## src/rtl/ks16_pipe_subtractor_pkg.sv

```systemverilog
// Shared types and helpers for the pipelined Kogge-Stone subtractor.
// The optional overflow output is enabled by the KS16_SUB_OVF_EN macro.
package ks_sub_pkg;

  // Operand width. Every struct below is sized from it, so it lives here.
  localparam int WIDTH = 16;

  function automatic int levels(input int w);
    return $clog2(w);
  endfunction

  localparam int LEVELS = levels(WIDTH);
  localparam int SPLIT  = LEVELS / 2;

  // Generate/propagate vectors carried through the prefix tree.
  typedef struct packed {
    logic [WIDTH-1:0] g;
    logic [WIDTH-1:0] p;
  } gp_t;

  // One (G, P) pair, the operand of the prefix combine.
  typedef struct packed {
    logic g;
    logic p;
  } gp_bit_t;

  // Contents of the mid-pipeline register.
  typedef struct packed {
    logic [WIDTH-1:0] p;      // raw per-bit propagate, needed for the sum
    gp_t              gp;     // group G/P after the first SPLIT levels
`ifdef KS16_SUB_OVF_EN
    logic             a_msb;  // minuend sign, needed for signed overflow
`endif
  } s1_payload_t;

  // Contents of the output register.
  typedef struct packed {
    logic [WIDTH-1:0] diff;
    logic             borrow;
    logic             zero;
`ifdef KS16_SUB_OVF_EN
    logic             ovf;
`endif
  } s2_payload_t;

  // (G, P) o (G', P'): higher group absorbs the lower one.
  function automatic gp_bit_t combine(input gp_bit_t hi, input gp_bit_t lo);
    gp_bit_t r;
    r.g = hi.g | (hi.p & lo.g);
    r.p = hi.p & lo.p;
    return r;
  endfunction

endpackage

```

## src/rtl/ks16_pipe_subtractor_if.sv

```systemverilog
// Valid/ready operand and result streams of the pipelined subtractor.
// KS16_SUB_OVF_EN adds the out_ovf result bit.
interface ks16_pipe_subtractor_if;
  import ks_sub_pkg::*;

  logic             in_valid;
  logic             in_ready;
  logic [WIDTH-1:0] in_a;
  logic [WIDTH-1:0] in_b;
  logic             out_valid;
  logic             out_ready;
  logic [WIDTH-1:0] out_diff;
  logic             out_borrow;
  logic             out_zero;
`ifdef KS16_SUB_OVF_EN
  logic             out_ovf;
`endif

  // Operand issuer and result consumer side.
  modport master (
    output in_valid, in_a, in_b, out_ready,
    input
`ifdef KS16_SUB_OVF_EN
      out_ovf,
`endif
      in_ready, out_valid, out_diff, out_borrow, out_zero
  );

  // Subtractor side.
  modport slave (
    input  in_valid, in_a, in_b, out_ready,
    output
`ifdef KS16_SUB_OVF_EN
      out_ovf,
`endif
      in_ready, out_valid, out_diff, out_borrow, out_zero
  );

endinterface

```

## src/rtl/ks16_pipe_subtractor_prefix_level.sv

```systemverilog
// One combinational Kogge-Stone level: every bit at or above DIST merges
// with the group DIST positions below it; lower bits pass through.
module ks_prefix_level
  import ks_sub_pkg::*;
#(
  parameter int DIST = 1
) (
  input  gp_t gp_i,
  output gp_t gp_o
);

  gp_bit_t merged;

  // Combine each bit with its partner DIST positions lower.
  always_comb begin
    // NOTE: full default before the loop so no bit of gp_o can infer a latch.
    gp_o   = gp_i;
    merged = '0;
    for (int i = DIST; i < WIDTH; i++) begin
      merged    = combine('{g: gp_i.g[i], p: gp_i.p[i]},
                          '{g: gp_i.g[i-DIST], p: gp_i.p[i-DIST]});
      gp_o.g[i] = merged.g;
      gp_o.p[i] = merged.p;
    end
  end

endmodule

```

## src/rtl/ks16_pipe_subtractor.sv

```systemverilog
// Two-stage pipelined Kogge-Stone subtractor, A - B = A + ~B + 1, with
// borrow and zero flags behind a fully backpressured valid/ready stream.
// Prefix levels 0..SPLIT-1 sit before the S1 register, the rest before S2.
// KS16_SUB_OVF_EN adds the signed-overflow output out_ovf.
module ks16_pipe_subtractor
  import ks_sub_pkg::*;
(
  input logic                  clk,
  input logic                  rst,
  ks16_pipe_subtractor_if.slave bus
);

  logic [WIDTH-1:0] b_inv, g_raw, p_raw, g_fin;
  gp_t              pre_gp  [SPLIT+1];
  gp_t              post_gp [LEVELS-SPLIT+1];
  s1_payload_t      s1_q, s1_d;
  s2_payload_t      s2_q, s2_d, s2_next;
  logic             s1_valid_q, s1_valid_d;
  logic             s2_valid_q, s2_valid_d;
  logic             s2_adv;
  logic             unused_p;

  // Bit-level generate/propagate; the carry-in of 1 folds into bit 0.
  assign b_inv     = ~bus.in_b;
  assign g_raw     = bus.in_a & b_inv;
  assign p_raw     = bus.in_a ^ b_inv;
  assign pre_gp[0] = '{g: {g_raw[WIDTH-1:1], g_raw[0] | p_raw[0]}, p: p_raw};

  for (genvar k = 0; k < SPLIT; k++) begin : g_lo_level
    ks_prefix_level #(.DIST(1 << k)) u_level (
      .gp_i(pre_gp[k]),
      .gp_o(pre_gp[k+1])
    );
  end

  assign post_gp[0] = s1_q.gp;

  for (genvar k = SPLIT; k < LEVELS; k++) begin : g_hi_level
    ks_prefix_level #(.DIST(1 << k)) u_level (
      .gp_i(post_gp[k-SPLIT]),
      .gp_o(post_gp[k-SPLIT+1])
    );
  end

  // Final group propagates are not part of any result.
  assign unused_p = ^post_gp[LEVELS-SPLIT].p;
  assign g_fin    = post_gp[LEVELS-SPLIT].g;

  // Sum and flags from the completed carries; bit 0 sees the carry-in.
  always_comb begin
    s2_next        = '0;
    s2_next.diff   = s1_q.p ^ {g_fin[WIDTH-2:0], 1'b1};
    s2_next.borrow = ~g_fin[WIDTH-1];
    s2_next.zero   = (s2_next.diff == '0);
`ifdef KS16_SUB_OVF_EN
    // a_msb ^ b_msb equals ~p_msb because p was formed against ~b.
    s2_next.ovf    = ~s1_q.p[WIDTH-1] & (s1_q.a_msb ^ s2_next.diff[WIDTH-1]);
`endif
  end

  // S2 moves when it is empty or being drained; S1 fills whenever it is
  // empty or its contents move into S2.
  assign s2_adv       = ~s2_valid_q | bus.out_ready;
  assign bus.in_ready = ~s2_valid_q | bus.out_ready | ~s1_valid_q;

  // Next-state of both pipeline stages.
  always_comb begin
    s1_valid_d = s1_valid_q;
    s1_d       = s1_q;
    s2_valid_d = s2_valid_q;
    s2_d       = s2_q;
    if (bus.in_ready) begin
      s1_valid_d = bus.in_valid;
      if (bus.in_valid) begin
        s1_d.p     = p_raw;
        s1_d.gp    = pre_gp[SPLIT];
`ifdef KS16_SUB_OVF_EN
        s1_d.a_msb = bus.in_a[WIDTH-1];
`endif
      end
    end
    if (s2_adv) begin
      s2_valid_d = s1_valid_q;
      if (s1_valid_q) s2_d = s2_next;
    end
  end

  // Pipeline registers; reset discards anything in flight.
  always_ff @(posedge clk or posedge rst) begin
    if (rst) begin
      s1_valid_q <= 1'b0;
      s2_valid_q <= 1'b0;
      // NOTE: data registers are reset too, so the result outputs read zero
      // straight out of reset rather than whatever the flops powered up with.
      s1_q       <= '0;
      s2_q       <= '0;
    end else begin
      // NOTE: non-blocking so every register samples pre-edge values.
      s1_valid_q <= s1_valid_d;
      s2_valid_q <= s2_valid_d;
      s1_q       <= s1_d;
      s2_q       <= s2_d;
    end
  end

  assign bus.out_valid  = s2_valid_q;
  assign bus.out_diff   = s2_q.diff;
  assign bus.out_borrow = s2_q.borrow;
  assign bus.out_zero   = s2_q.zero;
`ifdef KS16_SUB_OVF_EN
  assign bus.out_ovf    = s2_q.ovf;
`endif

endmodule
```

## src/flat_wrapper.sv

```systemverilog
// flat-port wrapper written by rule: the top's interface ports become plain ports
module ks16_pipe_subtractor_flat import ks_sub_pkg::*;
  (clk, rst, bus_in_valid, bus_in_a, bus_in_b, bus_out_ready, bus_in_ready, bus_out_valid, bus_out_diff, bus_out_borrow, bus_out_zero);
  ks16_pipe_subtractor_if bus_i ();
  input logic clk;
  input logic rst;
  input wire logic [$bits(bus_i.in_valid)-1:0] bus_in_valid;
  input wire logic [$bits(bus_i.in_a)-1:0] bus_in_a;
  input wire logic [$bits(bus_i.in_b)-1:0] bus_in_b;
  input wire logic [$bits(bus_i.out_ready)-1:0] bus_out_ready;
  output wire logic [$bits(bus_i.in_ready)-1:0] bus_in_ready;
  output wire logic [$bits(bus_i.out_valid)-1:0] bus_out_valid;
  output wire logic [$bits(bus_i.out_diff)-1:0] bus_out_diff;
  output wire logic [$bits(bus_i.out_borrow)-1:0] bus_out_borrow;
  output wire logic [$bits(bus_i.out_zero)-1:0] bus_out_zero;
  assign bus_i.in_valid = bus_in_valid;
  assign bus_i.in_a = bus_in_a;
  assign bus_i.in_b = bus_in_b;
  assign bus_i.out_ready = bus_out_ready;
  assign bus_in_ready = bus_i.in_ready;
  assign bus_out_valid = bus_i.out_valid;
  assign bus_out_diff = bus_i.out_diff;
  assign bus_out_borrow = bus_i.out_borrow;
  assign bus_out_zero = bus_i.out_zero;
  ks16_pipe_subtractor u_core (.clk(clk), .rst(rst), .bus(bus_i));
endmodule
```

## config.mk

```make
export PLATFORM = sky130hd
export DESIGN_NAME = ks16_pipe_subtractor_flat
export DESIGN_NICKNAME = d
export VERILOG_FILES = /design/src/rtl/ks16_pipe_subtractor_pkg.sv /design/src/rtl/ks16_pipe_subtractor_if.sv /design/src/rtl/ks16_pipe_subtractor_prefix_level.sv /design/src/rtl/ks16_pipe_subtractor.sv /design/src/flat_wrapper.sv
export SDC_FILE = /design/constraint.sdc
export NUM_CORES = 1
export LEC_CHECK = 0
export ABC_AREA = 1
export CAP_MARGIN = 5
export CORE_UTILIZATION = 40
export CTS_CLUSTER_DIAMETER = 60
export DETAILED_ROUTE_END_ITERATION = 12
export PLACE_DENSITY = 0.65
export RECOVER_POWER = 25
export SLEW_MARGIN = 10
export SYNTH_ARGS = -nofsm -noshare
export SYNTH_HDL_FRONTEND = slang
export SYNTH_SLANG_ARGS = --single-unit
export TNS_END_PERCENT = 1
```

## constraint.sdc

```tcl
create_clock -name clk -period 2.05 [get_ports clk]
set_input_delay 0.41 -clock clk [delete_from_list [all_inputs] [get_ports clk]]
set_output_delay 0.41 -clock clk [all_outputs]
set_load 0.02 [all_outputs]
```

==> qor.txt, run 1 <==
Status = completed
Commonest non-fill, non-tap cell in the layout = nand2_1
Routed WL per cell = 12.3 um
Tmin final = 1.75 ns
Final hold violation count = 0
Crit path max-delay family = buffers and inverters
Core footprint = 8180 um2
Worst slew margin = 0.241
Rows = 33
Worst path buffer plus inverter count = 1
Die Ht = 93.5 um
IO buf count = 55
First-pass GRT wire length = 12600 um
Min-delay worst type = register to register
Hold Crit Start = u_core.bus.out_borrow
Number of max-cap violations = 0
Number of global-route vias before repair = 2694
Synth warn = 0
Yosys top cell by area = dfrtp_1
Die area = 8740 um2
Most frequent cells in the layout = nand2_1 (120), inv_1 (65), dfrtp_1 (64)
# H-tree levels = 3
Largest cells by area after synthesis = dfrtp_1 (48%), nand2_1 (13%), inv_1 (7.3%), ha_1 (6.0%), o21ai_0 (5.8%)
Drt first-iter violations = 178
Post-route cell area = 4260 um2
Measured slew at the worst slew-check pin = 1.14 ns
CTS Sinks = 64
Worst-Skew Late Latency = 0.34 ns
Final setup viols = 0
Clock Skew = 0.00546 ns
Endpoint class of the critical path = output port
CTS root buf = clkbuf_8
Clk pin slew, worst setup/hold paths = 0.07 ns
Setup crit start kind = register
Via-to-Cell Ratio = 4.84
Worst Hold End = u_core.bus.out_borrow
Hold_ws = 0.482 ns
Seq/Total Area, Yosys = 0.478
Pleak = 0.00213 uW
Hpwl dp = 5520 um
I/O pin count = 56
DRT Pass-1 Iters = 4
Post-synthesis mux area share = 0
Post-route clock period utilization = 0.853
Placement Setup Slack = 0.0636 ns
Post-Syn Area per Cell = 8.13 um2
Crit Path Class = register to output port
FMAX = 0.572 GHz
Setup Total Neg Slack = 0 ns
Slowest CP cell = clkdlybuf4s50_1
Via count = 2837
Crit path launch = u_core.bus.out_valid
Fin cells = 586
Worst EP arrival = 1.34 ns
Worst Path Max Fanout = 3
Slew Limit Fails = 0
Post-DP Area = 4070 um2
CP cell instances = clkdlybuf4s50_1
Synthesized area = 3350 um2
Chip width = 93.5 um
Largest family of logic cells by synthesized area = simple AND/OR/NAND/NOR gates
Routed Wire Length = 7180 um
Initial Util = 0.410
Pin count of the biggest net entering global routing = 57
CTS Buf Count = 9
Post-Synth XOR/XNOR Area = 0.0105
Worst setup slack after layout = 0.302 ns
Reg2Reg Setup Slack = 0.78 ns
FF+latch count, synth = 64
Nets = 528
Inst Count DP = 570
Pwr per Cell Area = 976 nW/um2
Synth Net Count = 464
Syn-to-layout area delta = 27.2%
Grt total ovfl = 0
Placer Congestion = 0.828
Reg2Reg Depth = 6
Proportion of netlist area held by the largest area contributor = 0.478
Share of cells above drive strength 1 = 0.0811
WHS Path Cells = 1
Max VDD drop = 0.321 mV
Worst path required time = 1.64 ns
Distinct cells, synth = 27
CP peak stage delay = 0.62 ns
Antenna violations before repair = 0
Post-route ant nets = 0
RSZ-0062 raised after global routing = no
# diodes = 0
Adder-cell share of the synthesized area = 0.0598
Simple-gate share of the synthesized area = 0.203
Reg2reg end = u_core.post_gp[68]
DRC = 0
Synth Area in Compound Gates = 0.156
CTS tree = done
CTS Buffer Depth = 2
RR Startpoint = u_core.s1_valid_q
GRT Total Usage = 0.188
Mapped Cells = 412
-- final cells by class --
type	instances	area, um2
clock buffers	14	183
clock inverters	2	35.0
fillers	816	3920
inverters	67	251
multi-input cells	271	1440
flip-flops and latches	64	1600
well taps	105	131
repair buffers	63	619
-- state kept, by name (all words and copies together), names as in the netlist --
| register | flops |
|---|---|
| u_core.bus.out_borrow | 1 |
| u_core.bus.out_diff | 16 |
| u_core.s1_q | 15 |
| u_core.post_gp | 29 |
| u_core.bus.out_zero | 1 |
| u_core.s1_valid_q | 1 |
| u_core.bus.out_valid | 1 |
-- where the power goes --
part	switching, uW	internal, uW
registers	192	1530
clock network	466	693
logic	706	567
total	1370	2790
-- stage by stage --
step / power, uW / util
3_3_place_gp: 3010 / 0.498
4_1_cts: 4200 / 0.525
2_1_floorplan: 2480 / -
3_5_place_dp: 3040 / 0.498
6_report: 4160 / 0.521
5_1_grt: 4430 / 0.521
-- layer usage --
layer  GRT usage  up-vias  wire (um)
met5           0        -          0
met4      0.0808        0        116
met3      0.0309       10        206
met2       0.284       61       3150
met1       0.265     1299       3710
li1            -     1467          -
-- synth_stat cells (all sizes together) --
| cell | count |
|---|---|
| a211oi | 1 |
| a21o | 1 |
| a21oi | 7 |
| a31oi | 15 |
| buf | 10 |
| dfrtp | 64 |
| ha | 16 |
| inv | 67 |
| nand2 | 129 |
| nand3 | 18 |
| nand3b | 2 |
| nand4 | 2 |
| nor2 | 11 |
| nor3 | 1 |
| o21a | 1 |
| o21ai | 51 |
| o21bai | 1 |
| o31ai | 8 |
| o41ai | 3 |
| xnor2 | 2 |
| xor2 | 2 |
-- how the worst max path moves through the flow --
stage | endpoint | cells after the start | slack, ns
final | bus_out_valid | 1 | 0.30
after global placement | bus_in_ready | 4 | 0.05
after CTS | bus_in_ready | 4 | 0.06
after global routing | u_core.s1_q[33] | 3 | 0.19
after floorplan | u_core.bus.out_borrow | 1 | 0.04
after detailed placement | u_core.post_gp[85] | 7 | 0.06
-- kinds of logic after synthesis --
family,after synthesis
AO/OA/AOI/OAI,88
XOR/XNOR,4
adder cells (fa/ha/maj),16
flip-flops,64
AND/OR/NAND/NOR,163
buffers and inverters,77
-- timing repair --
item	in CTS	in global routing
hold buffers	0	0
hold endpoints to repair	0	0
buffers inserted	0	0
endpoints found under the setup margin	0	1
resized for setup	0	1
(Power assumes the default switching activity.)
==> inputs of run 2 (changes only) <==
--- a/config.mk
+++ b/config.mk
@@ -10,7 +10,6 @@
 export CORE_UTILIZATION = 40
 export CTS_CLUSTER_DIAMETER = 60
 export DETAILED_ROUTE_END_ITERATION = 12
-export PLACE_DENSITY = 0.65
 export RECOVER_POWER = 25
 export SLEW_MARGIN = 10
 export SYNTH_ARGS = -nofsm -noshare
==> constraint.sdc (replaced) <==
create_clock -name clk -period 1.8 [get_ports clk]
set_input_delay 0.36 -clock clk [delete_from_list [all_inputs] [get_ports clk]]
set_output_delay 0.36 -clock clk [all_outputs]
set_load 0.02 [all_outputs]
==> run 2 against run 1 <==
Against the previous run: core utilization grew 1.2 points; via count grew 1.2%; critical endpoint unchanged; global-route usage grew 0.46 points; register-to-register slack lost 0.25 ns; design area grew 2.3%; clock-buffer cell count shrank 2; flip-flop and latch count is the same; cell count grew 1.9%; clock power grew 9%; clock skew shrank 0.0017 ns; sequential share of layout area shrank 0.83 points; combinational power grew 18%.
==> qor.txt, run 2 (synthesized netlist as in run 1, its figures left out) <==
Tmin final = 1.70 ns
Worst path buffer plus inverter count = 1 (unchanged)
DRT Pass-1 Iters = 4 (unchanged)
CTS root buf = clkbuf_8
Final Power = 4740 uW (+14%)
Worst path required time = 1.44 ns (-0.20 ns)
Pleak = 0.00218 uW (+2.5%)
Grt total ovfl = 0 (unchanged)
Clock Skew = 0.00377 ns (-0.00169 ns)
First-pass GRT wire length = 12800 um (+1.6%)
Worst Path Max Fanout = 3 (unchanged)
Crit path max-delay family = buffers and inverters
Routed WL per cell = 12.3 um (+0.62%)
Initial Util = 0.410 (unchanged)
Min-delay worst type = register to register
Worst-Skew Late Latency = 0.33 ns (about the same)
Pwr per Cell Area = 1090 nW/um2 (+11%)
I/O pin count = 56 (unchanged)
Number of global-route vias before repair = 2715 (+0.78%)
CTS Sinks = 64 (unchanged)
Final hold violation count = 0 (unchanged)
Status = completed
Hold Crit Start = u_core.bus.out_diff[3]
CTS Buf Count = 9 (unchanged)
DRC = 0 (unchanged)
Share of cells above drive strength 1 = 0.108 (+0.0266)
Worst setup slack after layout = 0.0973 ns (-0.205 ns)
Max VDD drop = 0.363 mV (+13%)
Slowest CP cell = clkdlybuf4s50_1
Crit path launch = u_core.bus.out_valid
Placer Congestion = 0.829 (about the same)
Routed Wire Length = 7360 um (+2.5%)
Antenna violations before repair = 0 (unchanged)
Post-DP Area = 4170 um2 (+2.3%)
CP cell instances = clkdlybuf4s50_1
Most frequent cells in the layout = nand2_1 (120), inv_1 (64), dfrtp_1 (64)
Commonest non-fill, non-tap cell in the layout = nand2_1
Pin count of the biggest net entering global routing = 65 (+14%)
GRT Total Usage = 0.192 (+0.00461)
Hpwl dp = 5740 um (+3.9%)
Die Ht = 93.5 um (unchanged)
Nets = 540 (+2.3%)
Worst slew margin = 0.424 (+0.183)
Drt first-iter violations = 92 (-48%)
Slew Limit Fails = 0 (unchanged)
Clk pin slew, worst setup/hold paths = 0.07 ns (about the same)
CTS Hold Bufs = 0 (unchanged)
Worst EP arrival = 1.34 ns (about the same)
Via-to-Cell Ratio = 4.81 (-0.67%)
Post-route clock period utilization = 0.946
Via count = 2871 (+1.2%)
CTS tree = done
Syn-to-layout area delta = 30.1%
Chip width = 93.5 um (unchanged)
Post-route ant nets = 0 (unchanged)
Max reg flops = 29 (unchanged)
RR Startpoint = u_core.post_gp[83]
Number of max-cap violations = 0 (unchanged)
Die area = 8740 um2 (unchanged)
CP peak stage delay = 0.62 ns (about the same)
IO buf count = 55 (unchanged)
Final Util = 0.533 (+0.0118)
# diodes = 0 (unchanged)
Setup Total Neg Slack = 0 ns (unchanged)
Measured slew at the worst slew-check pin = 0.864 ns (-0.274 ns)
# H-tree levels = 3 (unchanged)
FMAX = 0.587 GHz
Final setup viols = 0 (unchanged)
Post-route cell area = 4360 um2 (+2.3%)
Setup crit start kind = register
Core footprint = 8180 um2 (unchanged)
Placement Setup Slack = -0.102 ns (-0.166 ns)
Rows = 33 (unchanged)
Setup bufs post-CTS = 0 (unchanged)
RSZ-0062 raised after global routing = no
Crit Path Class = register to output port
Endpoint class of the critical path = output port
Resized Gates After CTS = 1 (+1)
CTS Buffer Depth = 2 (unchanged)
## run 2: changes by cell type in the layout (fill, tap and decap cells not counted), sizes merged
cell / change
clkinv: +1
buf: +13
dlymetal6s2s: -1
clkinvlp: +1
dlygate4sd2: +1
inv: -1
clkbuf: -3
## run 2: routing by layer
metal / part of all wire / GRT usage / up-vias
met4: 0.013 / 0.0769 / 0
met3: 0.040 / 0.0341 / 9
li1: - / - / 1489
met1: 0.51 / 0.265 / 1303
met2: 0.44 / 0.300 / 70
met5: 0 / 0 / -
## run 2: worst paths after layout
check / endpoint / slack [ns] / depth (start not counted)
worst max-delay path: bus_out_valid / 0.1 / 1
worst min-delay path: u_core.bus.out_diff[3] / 0.48 / 2
worst max register to register: u_core.bus.out_zero / 0.53 / 8
worst min register to register: u_core.bus.out_diff[3] / 0.48 / 2
max in group asynchronous: u_core.s1_q[39] / 0.43 / 3
min in group asynchronous: u_core.bus.out_diff[2] / 0.81 / 3
## run 2: metrics by stage
stage	cells	hold WS (ns)
2_1_floorplan	412	0.450
3_3_place_gp	582	0.465
3_5_place_dp	582	0.466
4_1_cts	597	0.460
5_1_grt	597	0.502
6_report	597	0.478
## run 2: tightest hold or removal path, delay by kind of cell, from the launching register on
kind	cells	cell delay [ns]
AND/OR/NAND/NOR	2	0.10
flip-flops	1	0.34
## run 2: final cells by class
cell class,count,area [um2]
tap,105,131
timing repair buffer,75,724
multi-input combinational,271,1440
fill,811,3820
clock inverter,3,40.0
clock buffer,12,165
sequential,64,1600
inverter,67,255
## run 2: where the power goes
| part | switching [uW] | leakage (uW) | internal (uW) |
|---|---|---|---|
| logic | 819 | 0.00128 | 684 |
| clock network | 527 | 0.000108 | 741 |
| registers | 220 | 0.000797 | 1740 |
| total | 1570 | 0.00218 | 3170 |
==> inputs of run 3 (changes only) <==
--- a/config.mk
+++ b/config.mk
@@ -11,7 +11,7 @@
 export CTS_CLUSTER_DIAMETER = 60
 export DETAILED_ROUTE_END_ITERATION = 12
 export RECOVER_POWER = 25
-export SLEW_MARGIN = 10
+export SLEW_MARGIN = 40
 export SYNTH_ARGS = -nofsm -noshare
 export SYNTH_HDL_FRONTEND = slang
 export SYNTH_SLANG_ARGS = --single-unit
==> results of run 3 <==
Final layout, timing and power as in run 2 (identical DEF).
